$ cat src/rtl/cpu_types_pkg.sv
// Shared CPU types: register/word types, MIPS opcode/funct encodings and
// scoreboard sizing.
package cpu_types_pkg;

    typedef logic [4:0]  regbits_t;
    typedef logic [31:0] word_t;
    typedef logic [1:0]  sb_count_t;

    localparam int NUM_REGS        = 32;
    localparam int SB_MAX_INFLIGHT = 3;

    typedef enum logic [5:0] {
        OP_RTYPE = 6'h00,
        OP_J     = 6'h02,
        OP_JAL   = 6'h03,
        OP_BEQ   = 6'h04,
        OP_BNE   = 6'h05,
        OP_ADDI  = 6'h08,
        OP_ADDIU = 6'h09,
        OP_SLTI  = 6'h0a,
        OP_SLTIU = 6'h0b,
        OP_ANDI  = 6'h0c,
        OP_ORI   = 6'h0d,
        OP_XORI  = 6'h0e,
        OP_LUI   = 6'h0f,
        OP_LW    = 6'h23,
        OP_SW    = 6'h2b
    } opcode_t;

    typedef enum logic [5:0] {
        FN_SLL  = 6'h00,
        FN_SRL  = 6'h02,
        FN_JR   = 6'h08,
        FN_ADD  = 6'h20,
        FN_ADDU = 6'h21,
        FN_SUB  = 6'h22,
        FN_SUBU = 6'h23,
        FN_AND  = 6'h24,
        FN_OR   = 6'h25,
        FN_XOR  = 6'h26,
        FN_NOR  = 6'h27,
        FN_SLT  = 6'h2a,
        FN_SLTU = 6'h2b
    } funct_t;

endpackage

$ cat src/rtl/sb_counter.sv
// Pending-write counter for one register: one increment, three decrement strobes.
// Out-of-range results hold the current count and raise err_o for that cycle.
module sb_counter
    import cpu_types_pkg::*;
(
    input  logic      clk_i,
    input  logic      rst_ni,
    input  logic      inc_i,
    input  logic      dec_wb_i,
    input  logic      dec_ex_i,
    input  logic      dec_mem_i,
    output sb_count_t count_o,
    output logic      err_o
);

    sb_count_t         count_q, count_d;
    logic signed [2:0] sum;

    always_comb begin
        sum = $signed({1'b0, count_q})
            + $signed({2'b00, inc_i})
            - $signed({2'b00, dec_wb_i})
            - $signed({2'b00, dec_ex_i})
            - $signed({2'b00, dec_mem_i});
        // Reachable range is -3..+4; +4 wraps to -4, so the sign bit flags
        // both overflow and underflow.
        err_o   = sum[2];
        count_d = err_o ? count_q : sb_count_t'(sum[1:0]);
    end

    always_ff @(posedge clk_i) begin
        if (!rst_ni) begin
            count_q <= '0;
        end else begin
            count_q <= count_d;
        end
    end

    assign count_o = count_q;

endmodule

$ cat src/rtl/reg_scoreboard.sv
// Register write scoreboard: per-register pending counts, RAW stall generation,
// in-flight total and a sticky protocol-error flag.
module reg_scoreboard
    import cpu_types_pkg::*;
#(
    parameter int MAX_INFLIGHT = SB_MAX_INFLIGHT,
    parameter bit WB_BYPASS    = 1'b1
) (
    input  logic       CLK,
    input  logic       nRST,
    input  logic       issue_valid,
    input  logic       issue_regwr,
    input  regbits_t   issue_wsel,
    input  regbits_t   id_rs,
    input  regbits_t   id_rt,
    input  logic       id_use_rt,
    input  logic       wb_valid,
    input  regbits_t   wb_wsel,
    input  logic       sq_ex_valid,
    input  logic       sq_mem_valid,
    input  regbits_t   sq_ex_wsel,
    input  regbits_t   sq_mem_wsel,
    output logic       stall,
    output logic       busy_rs,
    output logic       busy_rt,
    output logic [1:0] inflight,
    output logic       sb_empty,
    output logic       sb_err
);

    localparam logic signed [3:0] MAX_S = 4'(MAX_INFLIGHT);

    logic [NUM_REGS-1:0][1:0] cnt;
    logic [NUM_REGS-1:1]      cnt_err;
    logic                     accept, dec_wb, dec_ex, dec_mem;
    logic [1:0]               inflight_q, inflight_d;
    logic signed [3:0]        inflight_sum;
    logic                     inflight_err;
    logic                     err_q, err_d;

    // $0 is hardwired, so it never has a pending write.
    assign cnt[0] = '0;

    for (genvar r = 1; r < NUM_REGS; r++) begin : g_cnt
        sb_counter u_cnt (
            .clk_i     (CLK),
            .rst_ni    (nRST),
            .inc_i     (accept       && (issue_wsel  == regbits_t'(r))),
            .dec_wb_i  (wb_valid     && (wb_wsel     == regbits_t'(r))),
            .dec_ex_i  (sq_ex_valid  && (sq_ex_wsel  == regbits_t'(r))),
            .dec_mem_i (sq_mem_valid && (sq_mem_wsel == regbits_t'(r))),
            .count_o   (cnt[r]),
            .err_o     (cnt_err[r])
        );
    end

    function automatic logic operand_busy(input sb_count_t c, input regbits_t sel,
                                          input logic wbv, input regbits_t wbs);
        // A last pending write retiring this cycle is forwarded, so no hazard.
        return (c != '0) && !(WB_BYPASS && (c == 2'd1) && wbv && (wbs == sel));
    endfunction

    always_comb begin
        busy_rs = operand_busy(cnt[id_rs], id_rs, wb_valid, wb_wsel);
        busy_rt = id_use_rt && operand_busy(cnt[id_rt], id_rt, wb_valid, wb_wsel);
        stall   = busy_rs || busy_rt;
    end

    assign accept  = issue_valid && issue_regwr && !stall && (issue_wsel != '0);
    assign dec_wb  = wb_valid     && (wb_wsel     != '0);
    assign dec_ex  = sq_ex_valid  && (sq_ex_wsel  != '0);
    assign dec_mem = sq_mem_valid && (sq_mem_wsel != '0);

    always_comb begin
        inflight_sum = $signed({2'b00, inflight_q})
                     + $signed({3'b000, accept})
                     - $signed({3'b000, dec_wb})
                     - $signed({3'b000, dec_ex})
                     - $signed({3'b000, dec_mem});
        inflight_err = 1'b0;
        inflight_d   = inflight_sum[1:0];
        if (inflight_sum > MAX_S) begin
            inflight_err = 1'b1;
            inflight_d   = MAX_S[1:0];
        end else if (inflight_sum < 4'sd0) begin
            inflight_err = 1'b1;
            inflight_d   = 2'd0;
        end
        err_d = err_q || inflight_err || (|cnt_err) || (issue_valid && stall);
    end

    always_ff @(posedge CLK) begin
        if (!nRST) begin
            inflight_q <= '0;
            err_q      <= 1'b0;
        end else begin
            inflight_q <= inflight_d;
            err_q      <= err_d;
        end
    end

    assign inflight = inflight_q;
    assign sb_empty = (inflight_q == 2'd0);
    assign sb_err   = err_q;

endmodule

$ cat config.mk
export PLATFORM = sky130hd
export DESIGN_NAME = reg_scoreboard
export DESIGN_NICKNAME = d
export VERILOG_FILES = /design/src/rtl/cpu_types_pkg.sv /design/src/rtl/sb_counter.sv /design/src/rtl/reg_scoreboard.sv
export SDC_FILE = /design/constraint.sdc
export NUM_CORES = 1
export LEC_CHECK = 0
export ABC_AREA = 1
export CAP_MARGIN = 20
export CORE_AREA = 8 8 174 176
export DETAILED_ROUTE_END_ITERATION = 6
export DIE_AREA = 0 0 182 184
export PLACE_DENSITY = 0.56
export SYNTH_ARGS = -nofsm -noshare
export SYNTH_HDL_FRONTEND = slang
export SYNTH_SLANG_ARGS = --single-unit
export TNS_END_PERCENT = 10
$ cat constraint.sdc
create_clock -name CLK -period 3.6 [get_ports CLK]
set_input_delay 0.72 -clock CLK [delete_from_list [all_inputs] [get_ports CLK]]
set_output_delay 0.72 -clock CLK [all_outputs]
set_load 0.005 [all_outputs]
==> results of run 1 <==
worst min-delay path: stages, from the launching register on:
cell     delay (ns)
dfxtp_1        0.35
inv_1          0.07
a21oi_1        0.05
flip-flops by register name (all words and copies together) (netlist names):
register	count
g_cnt.u_cnt.count_o	62
inflight	2
sb_err	1
final cells by class:
type	count	area (um2)	area share (%)
multi-input cells	845	6170	54.2
repair buffers	249	2280	20.0
flip-flops and latches	65	1300	11.4
inverters	224	863	7.58
well taps	346	433	3.80
clock buffers	10	239	2.10
clock inverters	6	105	0.923
power by group through the flow:
stage | Combinational, uW | Sequential, uW | Clock, uW
floorplan | 455 | 817 | 0
global placement | 841 | 830 | 0
detailed placement | 851 | 829 | 0
CTS | 889 | 814 | 1080
global route | 1060 | 821 | 1110
finish | 957 | 814 | 1060
cell usage after synthesis (all sizes together):
| library cell | number | share of area [%] |
|---|---|---|
| a21oi | 79 | 4.9 |
| a31oi | 1 | 0.077 |
| and2 | 3 | 0.23 |
| buf | 25 | 2.7 |
| clkbuf | 13 | 0.60 |
| clkinv | 1 | 0.061 |
| dfxtp | 65 | 16 |
| fa | 64 | 16 |
| ha | 98 | 15 |
| inv | 223 | 10 |
| nand2 | 221 | 10 |
| nand3 | 93 | 5.8 |
| nand4 | 7 | 0.91 |
| nor2 | 148 | 7.1 |
| nor3 | 5 | 0.31 |
| nor4 | 7 | 0.54 |
| o211ai | 12 | 1.1 |
| o21ai | 72 | 4.4 |
| o22ai | 2 | 0.15 |
| or2 | 5 | 0.38 |
| xnor2 | 4 | 0.43 |
| xor2 | 24 | 2.6 |
how the worst min path moves through the flow:
stage                                    start                          to  slack, ns  cells after the start
floorplan            g_cnt[4].u_cnt.count_o[0]   g_cnt[4].u_cnt.count_o[0]       0.47                      2
global placement    g_cnt[14].u_cnt.count_o[0]  g_cnt[14].u_cnt.count_o[0]       0.51                      2
detailed placement  g_cnt[14].u_cnt.count_o[0]  g_cnt[14].u_cnt.count_o[0]       0.51                      2
CTS                  g_cnt[7].u_cnt.count_o[0]   g_cnt[7].u_cnt.count_o[0]       0.52                      2
global route         g_cnt[5].u_cnt.count_o[0]   g_cnt[5].u_cnt.count_o[0]       0.55                      2
finish               g_cnt[5].u_cnt.count_o[0]   g_cnt[5].u_cnt.count_o[0]       0.52                      2
stage by stage:
stage,total power (uW),setup TNS (ns)
final,2830,0
after detailed placement,1680,-26.37
after global placement,1670,-28.05
after global routing,3000,-0.0206
after floorplan,1270,0
after CTS,2790,0
cell families after synthesis:
logic type | Yosys count | synth area share, %
xor gates and xnor gates | 28 | 3.02
AOI/OAI and AO/OA | 166 | 10.7
buffers and inverters | 262 | 13.8
adders and majority gates | 162 | 30.8
and+or+nand+nor | 489 | 25.7
DFF | 65 | 16.0
routing by layer:
metal,global-route usage (%),routed length [um],vias up,part of all wire [%]
met5,0,0,-,0
met4,8.63,1420,0,4.5
met3,4.84,2550,81,8.1
met2,29.8,14100,327,45
met1,23.4,13300,3981,42
li1,-,-,4132,-
placed cells by master, fill, tap and decap left out, drive strengths merged:
master / instances
nor2: 148
clkinv: 3
inv: 224
or2: 5
dlygate4sd2: 6
nor3: 5
fa: 64
dfxtp: 65
and2: 3
nand3: 93
buf: 215
bufinv: 3
clkbuf: 21
a31oi: 1
nor4: 7
o211ai: 12
o21ai: 72
o22ai: 2
nand4: 7
xnor2: 4
dlymetal6s2s: 2
clkdlybuf4s50: 15
ha: 98
a21oi: 79
nand2: 221
xor2: 24
timing repair:
action	CTS	global route
hold endpoints to repair	0	0
endpoints found under the setup margin	47	2
pin swaps	15	50
setup buffers	9	9
cloned	1	2
resized for setup	121	136
==> summary.md, run 1 <==
| Metric | Value |
|---|---|
| Area of the core | `27,500 um2` |
| Endpoints failing setup | `0` |
| Total global-route track usage | `18.7%` |
| Final period util | `97.4%` |
| Fill cells | `2,812` |
| Clk buf depth | `2` |
| First DRT Iteration DRCs | `495` |
| Crit end category | `flip-flop` |
| Min-delay worst type | `reg2reg` |
| First-pass GRT wire length | `47,400 um` |
| Root Driver | `clkbuf_16` |
| Nets | `1,594` |
| Worst Path Arrival | `3.74 ns` |
| Post-route ant nets | `0` |
| CP Capture Point | `sb_err` |
| Die height | `184 um` |
| Placed cells | `1,709` |
| CTS tree | `done` |
| Routed length per instance | `18.0 um` |
| Total gr overflow | `0` |
| Syn_area_per_cell | `6.94 um2` |
| Yosys reg bits | `65` |
| Final WS setup | `0.0949 ns` |
| CP max-delay cell | `nor4_2` |
| DRC errors left | `0` |
| Worst Tran Pin Value | `0.604 ns` |
| R2R setup slack | `0.35 ns` |
| Worst-path cell chain | `buf_6 > buf_16 > o211ai_1 > nand3_1 > nand3_2 > nand3_2 > nand2_2 > nand2_4 > nand2_2 > buf_4 > nand4_4 > buf_12 > nor2_1 > ha_2 > ha_2 > xnor2_1 > inv_1 > nor4_2 > buf_4 > nand3_2 > nor2_1 > a21oi_1` |
| Comb pwr share | `33.8%` |
| Cell leakage power | `0.00606 uW` |
| Hold-fix buffers, CTS | `0` |
| Final cell count without fillers | `1,745` |
| Max-slew violations | `0` |
| TritonRoute pass-1 iters | `6` |
| Worst Path Max Fanout | `21` |
| Die X | `182 um` |
| Initial antenna violation count | `0` |
| Via count | `8,521` |
| Max-Cap Viols | `0` |
| Reg2Reg Depth | `22` |
| Status | `finished, final reports clean` |
| Achievable Freq | `285 MHz` |
| Stages on worst setup path | `22` |
| Count of port buffers added during placement | `44` |
| Clock power frac | `37.5%` |
| Share of layout cells above drive strength 1 | `27.4%` |
| Setup Crit Path Kind | `in2reg` |
| Number of diodes | `0` |
| Largest stage delay on the critical path | `0.29 ns` |
| Final WL | `31,400 um` |
| Hold_ws | `0.516 ns` |
| Largest net degree at the start of global routing | `34` |
| Post-synthesis sequential area ratio | `16.0%` |
| DP HPWL | `25,400 um` |
| CP Launch Point | `id_rt[0]` |
| Area delta synth->final | `40.0%` |
| Vias in the first global route | `8,513` |
| Min Tclk post-route | `3.51 ns` |
| Syn. warnings | `0` |
| Worst path top cell family by delay | `simple AND/OR/NAND/NOR gates` |
| Synth Instances | `1,172` |
| Cell area after layout | `11,400 um2` |
| DP Worst Slack | `-0.888 ns` |
| Clock transition at path regs | `0.06 ns` |
| Peak VDD IR | `0.215 mV` |
| # IOs | `45` |
| CP Launch Type | `primary input` |
| Vias per cell | `4.88` |
| Pint | `1880 uW` |
| # H-tree levels | `3` |
| Sequential share of power | `28.7%` |
| CTS buffer count | `9` |
| Crit path required time | `3.83 ns` |
| WP buf/inv | `6` |
| Synth Cell Area | `8130 um2` |
| Critical R2R Capture | `sb_err` |
| Reg-to-Reg Start | `g_cnt[11].u_cnt.count_o[0]` |
| Endpoints failing hold | `0` |
| Net Sw Frac | `33.6%` |
| Initial Util | `29.6%` |
| Fin util | `41.4%` |
| Post-synth cell types | `35` |
| Setup Skew | `0.00919 ns` |
| PD cells | `249 nW/um2` |
| Max_slew headroom | `59.8%` |
| GPL Wtd Cong | `0.947` |
| Most common cell on crit path | `nand3_2` |
| Clk sink count | `65` |
| Synthesized Nets | `1,372` |
| Die Area | `33,500 um2` |
| Clk Latency, worst-skew pair | `0.35 ns` |
| Row cnt | `61` |
| Sw Pwr | `951 uW` |
| Placed cell areas | `10,300 um2` |
Power figures use the tool's default switching activity.
==> run 2, diff against run 1 <==
--- a/config.mk
+++ b/config.mk
@@ -7,9 +7,9 @@
 export LEC_CHECK = 0
 export ABC_AREA = 1
 export CAP_MARGIN = 20
-export CORE_AREA = 8 8 174 176
+export CORE_AREA = 8 8 144 213
 export DETAILED_ROUTE_END_ITERATION = 6
-export DIE_AREA = 0 0 182 184
+export DIE_AREA = 0 0 152 221
 export PLACE_DENSITY = 0.56
 export SYNTH_ARGS = -nofsm -noshare
 export SYNTH_HDL_FRONTEND = slang
==> run 2 against run 1 <==
Die area is 0.31% higher. Sequential power hardly changed. Combinational power is 2% higher. First-iteration DRC count is 25% higher. Sequential cell count stayed put. Sequential share of layout area is 0.19 points lower. Critical endpoint unchanged. Critical path type unchanged. Via count is 1.5% higher. Global-route usage is 1.5 points higher. Clock-buffer cell count is 1 higher. Power is 0.37% lower. Routed wire length is 8.3% higher.
==> summary.md, run 2 (synthesis gave the netlist of run 1 again) <==
| Metric | Value |
|---|---|
| Final cell count without fillers | `1,760 (+0.86%)` |
| Total gr overflow | `0 (unchanged)` |
| Reg2Reg Depth | `22 (unchanged)` |
| Setup Crit Path Kind | `in2reg` |
| Sequential share of power | `28.8% (about the same)` |
| # IOs | `45 (unchanged)` |
| Final period util | `99.6% (+2.3 points)` |
| Sw Pwr | `992 uW (+4.3%)` |
| Crit end category | `flip-flop` |
| Share of layout cells above drive strength 1 | `28.4% (+0.98 points)` |
| Total global-route track usage | `20.3% (+1.5 points)` |
| Clock power frac | `36.7% (-0.8 points)` |
| Placed cells | `1,717 (+0.47%)` |
| Status | `finished, final reports clean` |
| Commonest non-fill, non-tap cell in the layout | `inv_1` |
| Via count | `8,653 (+1.5%)` |
| Register area | `1300 um2 (unchanged)` |
| Row cnt | `75 (+23%)` |
| Count of port buffers added during placement | `44 (unchanged)` |
| Clk buf depth | `2 (unchanged)` |
| TritonRoute pass-1 iters | `5 (-1)` |
| Fill cells | `2,831 (+0.68%)` |
| First-pass GRT wire length | `51,300 um (+8.2%)` |
| DP HPWL | `27,700 um (+8.8%)` |
| Critical R2R Capture | `sb_err` |
| Net Sw Frac | `35.1% (+1.6 points)` |
| Hold path depth | `2 (unchanged)` |
| Endpoints failing hold | `0 (unchanged)` |
| Hold Startpoint | `g_cnt[4].u_cnt.count_o[0]` |
| Vias per cell | `4.92 (+0.68%)` |
| Die height | `221 um (+20%)` |
| DRC errors left | `0 (unchanged)` |
| Hold_ws | `0.518 ns (+0.00222 ns)` |
| Clk Latency, worst-skew pair | `0.37 ns (+0.02 ns)` |
| Min-delay worst type | `reg2reg` |
| Stages on worst setup path | `22 (unchanged)` |
| CP max-delay cell | `nor4_4` |
| Worst Path Arrival | `3.84 ns (+0.10 ns)` |
| Min Tclk post-route | `3.59 ns (+0.0821 ns)` |
| RSZ-0062 raised after global routing | `true` |
| Post-route ant nets | `0 (unchanged)` |
| Initial antenna violation count | `0 (unchanged)` |
| Routed length per instance | `19.3 um (+7.4%)` |
| Achievable Freq | `279 MHz (-2.3%)` |
| Peak VDD IR | `0.188 mV (-13%)` |
| GPL Wtd Cong | `0.992 (+4.7%)` |
| Area delta synth->final | `42.4%` |
| Area of the multi-input gates | `6330 um2 (+2.6%)` |
| # H-tree levels | `3 (unchanged)` |
| Worst-path cell chain | `buf_6 > clkbuf_16 > o211ai_1 > nand3_2 > a21oi_2 > nand2_1 > nand3_2 > nand2_4 > inv_6 > nand4_4 > buf_12 > buf_12 > buf_4 > nor2_1 > buf_4 > ha_4 > ha_4 > xor2_4 > nor4_4 > nand3_4 > nor2_4 > a21oi_1` |
| Final WL | `34,000 um (+8.3%)` |
| CTS buffer count | `9 (unchanged)` |
| WP buf/inv | `7 (+1)` |
| CTS tree | `done` |
| Max_slew headroom | `60.9% (+1.1 points)` |
| Max reg flops | `62 (unchanged)` |
| Nets | `1,609 (+0.94%)` |
| Largest stage delay on the critical path | `0.31 ns (+0.02 ns)` |
| Max-slew violations | `0 (unchanged)` |
| Worst Tran Pin Value | `0.585 ns (-0.0190 ns)` |
| Max-Cap Viols | `0 (unchanged)` |
| Comb pwr share | `34.5% (+0.7 points)` |
| Root Driver | `clkbuf_16` |
| Clock transition at path regs | `0.06 ns (about the same)` |
| Area of the core | `27,700 um2 (+0.75%)` |
| Die X | `152 um (-16%)` |
| Hold-fix buffers, CTS | `0 (unchanged)` |
| Worst path top cell family by delay | `simple AND/OR/NAND/NOR gates` |
| Vias in the first global route | `9,119 (+7.1%)` |
| Initial Util | `29.4% (-0.22 points)` |
| Worst Path Max Fanout | `7 (-67%)` |
| Endpoints failing setup | `0 (unchanged)` |
| Largest net degree at the start of global routing | `38 (+12%)` |
| CP Launch Type | `primary input` |
| Number of diodes | `0 (unchanged)` |
| Pint | `1830 uW (-2.7%)` |
| First DRT Iteration DRCs | `619 (+25%)` |
| Crit path required time | `3.85 ns (+0.02 ns)` |
| PD cells | `244 nW/um2 (-2.1%)` |
| Most frequent cells in the layout | `206 x inv_1, 200 x nand2_1, 182 x buf_4` |
| Hold Path Sink | `g_cnt[4].u_cnt.count_o[0]` |
| Cell leakage power | `0.00603 uW (-0.44%)` |
| Clk sink count | `65 (unchanged)` |
| Setup Skew | `0.00737 ns (-0.00182 ns)` |
| Die Area | `33,600 um2 (+0.31%)` |
| R2R setup slack | `0.26 ns (-0.09 ns)` |
| Reg-to-Reg Start | `g_cnt[29].u_cnt.count_o[1]` |
run 2: cell types whose count changed in the layout (fill, tap and decap cells not counted), sizes merged:
cell           change
dlymetal6s2s       -2
inv                -3
dlygate4sd2        +3
clkdlybuf4s50      +2
clkbuf             -7
clkinvlp           +3
clkdlybuf4s15      +3
clkinv             +1
buf               +16
bufinv             -1
run 2: stage by stage:
step                      setup slack (ns)  util (%)  instance area (um2)  setup TNS, ns  total power (uW)
after floorplan                     0.0429         -                 8130              0              1270
after global placement              -0.963      37.3                10300         -29.36              1680
after detailed placement             -1.07      37.3                10300         -30.96              1690
after CTS                         0.000138      40.5                11200              0              2800
after global routing               -0.0997      41.8                11600        -0.0997              2970
final                               0.0128      41.8                11600              0              2820
run 2: metal layers:
metal	vias up	wire length, um	track usage, %
li1	4159	-	-
met1	4042	11900	19.7
met2	314	17100	36.8
met3	138	1510	3.06
met4	0	3420	17.8
met5	-	0	0
run 2: worst max-delay path by stage:
stage | from | to
floorplan | sq_mem_valid | sb_err
global placement | id_rs[1] | sb_err
detailed placement | wb_wsel[4] | sb_err
CTS | sq_ex_valid | sb_err
global route | id_rs[0] | sb_err
finish | id_rs[0] | sb_err
run 2: final cells by class:
type	instances	area share [%]
Multi-Input combinational cell	845	54.6
Timing Repair Buffer	263	20.0
Sequential cell	65	11.2
Inverter	224	7.50
Tap cell	346	3.74
Clock buffer	11	2.18
Clock inverter	5	0.670
Timing Repair inverter	1	0.0648
run 2: power by group through the flow:
| stage | combinational [uW] | clock (uW) | sequential, uW |
|---|---|---|---|
| finish | 975 | 1030 | 813 |
| CTS | 933 | 1060 | 813 |
| global route | 1070 | 1070 | 820 |
| detailed placement | 863 | 0 | 828 |
| floorplan | 455 | 0 | 817 |
| global placement | 850 | 0 | 828 |
run 2: worst min-delay path, delay by kind of cell, from the launching register on:
| kind | cells | cell delay (ns) |
|---|---|---|
| buffers and inverters | 1 | 0.07 |
| flip-flops | 1 | 0.35 |
| AO/OA/AOI/OAI | 1 | 0.05 |
run 2: what timing repair did:
item                                    CTS  global route
resized for setup                       192            67
pin swaps                                43            27
gates cloned                              2             1
buffers inserted                         21             5
endpoints found under the setup margin   49             7
hold endpoints to repair                  0             0
==> run 3, diff against run 2 <==
--- a/config.mk
+++ b/config.mk
@@ -7,9 +7,9 @@
 export LEC_CHECK = 0
 export ABC_AREA = 1
 export CAP_MARGIN = 20
-export CORE_AREA = 8 8 144 213
+export CORE_AREA = 2 2 138 207
 export DETAILED_ROUTE_END_ITERATION = 6
-export DIE_AREA = 0 0 152 221
+export DIE_AREA = 0 0 140 209
 export PLACE_DENSITY = 0.56
 export SYNTH_ARGS = -nofsm -noshare
 export SYNTH_HDL_FRONTEND = slang
==> constraint.sdc (replaced) <==
create_clock -name CLK -period 3.6 [get_ports CLK]
set_input_delay 0.36 -clock CLK [delete_from_list [all_inputs] [get_ports CLK]]
set_output_delay 0.36 -clock CLK [all_outputs]
set_load 0.005 [all_outputs]
==> run 3 against run 2 <==
The run now ends with DRC left. Via count down 2.1%. Critical path depth down 4. Register-to-register slack about the same. Final area down 6.5%. Cell count down 1.6%. Utilization down 2.7 points. First-iteration DRC count down 3.6%. Non-clock buffer count down 27.
==> summary.md, run 3 (synthesis gave the netlist of run 1 again) <==
| Metric | Value |
|---|---|
| Routed length per instance | `19.0 um (-1.6%)` |
| Final WL | `32,900 um (-3.2%)` |
| M1 WL | `12,600 um (+6.0%)` |
| Register area | `1300 um2 (unchanged)` |
| Max-slew violations | `0 (unchanged)` |
| Achievable Freq | `284 MHz (+2.0%)` |
| Crit end category | `flip-flop` |
| PD cells | `237 nW/um2 (-2.8%)` |
| Root Driver | `clkbuf_16` |
| Hold Startpoint | `nRST` |
| Area of the core | `27,700 um2 (unchanged)` |
| RSZ-0062 raised after global routing | `false` |
| CTS buffer count | `9 (unchanged)` |
| Total gr overflow | `0 (unchanged)` |
| Count of port buffers added during placement | `44 (unchanged)` |
| Fill cells | `2,914 (+2.9%)` |
| Most common cell on crit path | `buf_4` |
| Failing checks | `DRC` |
| # H-tree levels | `3 (unchanged)` |
| # IOs | `45 (unchanged)` |
| TritonRoute pass-1 iters | `7 (+2)` |
| Met2 WL | `16,200 um (-5.5%)` |
| Commonest non-fill, non-tap cell in the layout | `nand2_1` |
| Cell area after layout | `10,800 um2 (-6.5%)` |
| Peak VDD IR | `0.217 mV (+16%)` |
| Max reg flops | `62 (unchanged)` |
| Placed cells | `1,709 (-0.47%)` |
| First-pass GRT wire length | `48,300 um (-5.7%)` |
| Max-Cap Viols | `0 (unchanged)` |
| Status | `finished, violations left` |
| Clk sink count | `65 (unchanged)` |
| Setup Skew | `0.00708 ns (-0.000292 ns)` |
| Endpoints failing hold | `0 (unchanged)` |
| Hold path depth | `3 (+1)` |
| Worst Path Max Fanout | `4 (-3)` |
| Share of layout cells above drive strength 1 | `20.3% (-8.0 points)` |
| Die Area | `29,300 um2 (-13%)` |
| Total global-route track usage | `22.4% (+2.2 points)` |
| Initial antenna violation count | `0 (unchanged)` |
| Most frequent cells in the layout | `214 x nand2_1, 211 x inv_1, 173 x buf_4` |
| Largest stage delay on the critical path | `0.51 ns (+0.20 ns)` |
| Largest net degree at the start of global routing | `64 (+68%)` |
| Area of the multi-input gates | `5870 um2 (-7.2%)` |
| TNS Setup | `0 ns (unchanged)` |
| GPL Wtd Cong | `1.02 (+3.0%)` |
| Number of diodes | `0 (unchanged)` |
| Reg-to-Reg Start | `g_cnt[9].u_cnt.count_o[1]` |
| Crit path required time | `3.84 ns (about the same)` |
| Clk Latency, worst-skew pair | `0.36 ns (about the same)` |
| Worst Tran Pin Value | `0.429 ns (-0.156 ns)` |
| CTS tree | `done` |
| R2R setup slack | `0.27 ns (about the same)` |
| DR WL met3 | `1720 um (+14%)` |
| Nets | `1,581 (-1.7%)` |
| DP HPWL | `27,200 um (-1.7%)` |
| Post-route ant nets | `0 (unchanged)` |
| Die X | `140 um (-7.9%)` |
| Worst Path Arrival | `3.76 ns (-0.08 ns)` |
| Via count | `8,473 (-2.1%)` |
| Setup Crit Path Kind | `in2reg` |
| First DRT Iteration DRCs | `597 (-3.6%)` |
| CP max-delay cell | `fa_1` |
| Clock transition at path regs | `0.06 ns (about the same)` |
| Vias per cell | `4.89 (-0.50%)` |
| Placed cell areas | `10,200 um2 (-0.82%)` |
| DRC errors left | `7 (+7)` |
| Die height | `209 um (-5.4%)` |
| Final cell count without fillers | `1,732 (-1.6%)` |
| Area delta synth->final | `33.2%` |
| CP Launch Type | `primary input` |
| Vias in the first global route | `8,525 (-6.5%)` |
| Cell leakage power | `0.00590 uW (-2.2%)` |
| Reg2Reg Depth | `22 (unchanged)` |
| Worst-path cell chain | `dlygate4sd2_1 > buf_4 > nor2_2 > buf_4 > nand2_1 > nor2_2 > ha_1 > fa_1 > fa_1 > inv_1 > ha_1 > xnor2_1 > inv_1 > nor4_2 > nand4_1 > buf_4 > nor2_1 > a21oi_1` |
| Endpoints failing setup | `0 (unchanged)` |
| Min-delay worst type | `in2reg` |
| Top routing layer used | `met4` |
| Hold-fix buffers, CTS | `0 (unchanged)` |
| Max_slew headroom | `71.3% (+10 points)` |
| Row cnt | `75 (unchanged)` |
| Final period util | `97.7% (-1.9 points)` |
| Clk buf depth | `2 (unchanged)` |
| Hold Path Sink | `g_cnt[9].u_cnt.count_o[1]` |
| Min Tclk post-route | `3.52 ns (-0.0696 ns)` |
| Critical R2R Capture | `sb_err` |
| Initial Util | `29.4% (unchanged)` |
## run 3: changes by cell type in the layout (fill, tap and decap cells not counted), sizes merged
cell	delta
bufinv	-2
inv	+2
clkdlybuf4s50	+5
buf	-40
clkbuf	+3
clkdlybuf4s15	-1
dlymetal6s2s	+7
dlygate4sd2	+1
clkinvlp	-3
## run 3: where the power goes
group	internal (uW)	total [uW]	switching, uW
Combinational	373	882	509
Sequential	773	812	38.9
Clock	501	871	370
Total	1650	2560	918
## run 3: worst max-delay path by stage
stage	from	to	slack (ns)
3_3_place_gp	wb_wsel[1]	sb_err	-0.54
5_1_grt	wb_wsel[1]	sb_err	0.001
6_report	wb_wsel[1]	sb_err	0.08
2_1_floorplan	sq_mem_valid	sb_err	0.40
3_5_place_dp	wb_wsel[0]	sb_err	-0.57
4_1_cts	wb_wsel[2]	sb_err	0.01
## run 3: stage by stage
step	util [%]	setup slack, ns	hold WS (ns)	power [uW]
after floorplan	-	0.403	0.473	1270
after global placement	37.0	-0.544	0.497	1660
after detailed placement	37.0	-0.567	0.507	1670
after CTS	38.1	0.0139	0.516	2550
after global routing	39.1	0.00127	0.446	2710
final	39.1	0.0824	0.401	2560
## run 3: final cells by class
class	count	area share (%)
multi-input combinational	845	54.2
timing repair buffer	236	19.3
sequential	65	12.0
inverter	224	7.87
tap	346	4.00
clock buffer	13	2.40
clock inverter	3	0.139
## run 3: repair_timing
item                                    CTS  global route
gates cloned                              0             3
buffers inserted                          0             3
endpoints found under the setup margin    1             5
pin swaps                                 7             9
resized for setup                        32            47
## run 3: worst max-delay path, delay by kind of cell
kind / cells / cell delay [ns]
buf+inv: 6 / 0.94
compound gates: 1 / 0.08
xor+xnor: 1 / 0.15
simple gates: 6 / 0.84
fa+ha+maj: 4 / 1.39
## run 3: metal layers
layer	GRT usage, %	up-vias
li1	-	4105
met4	13.5	0
met2	40.0	314
met5	0	-
met3	3.00	98
met1	25.3	3956
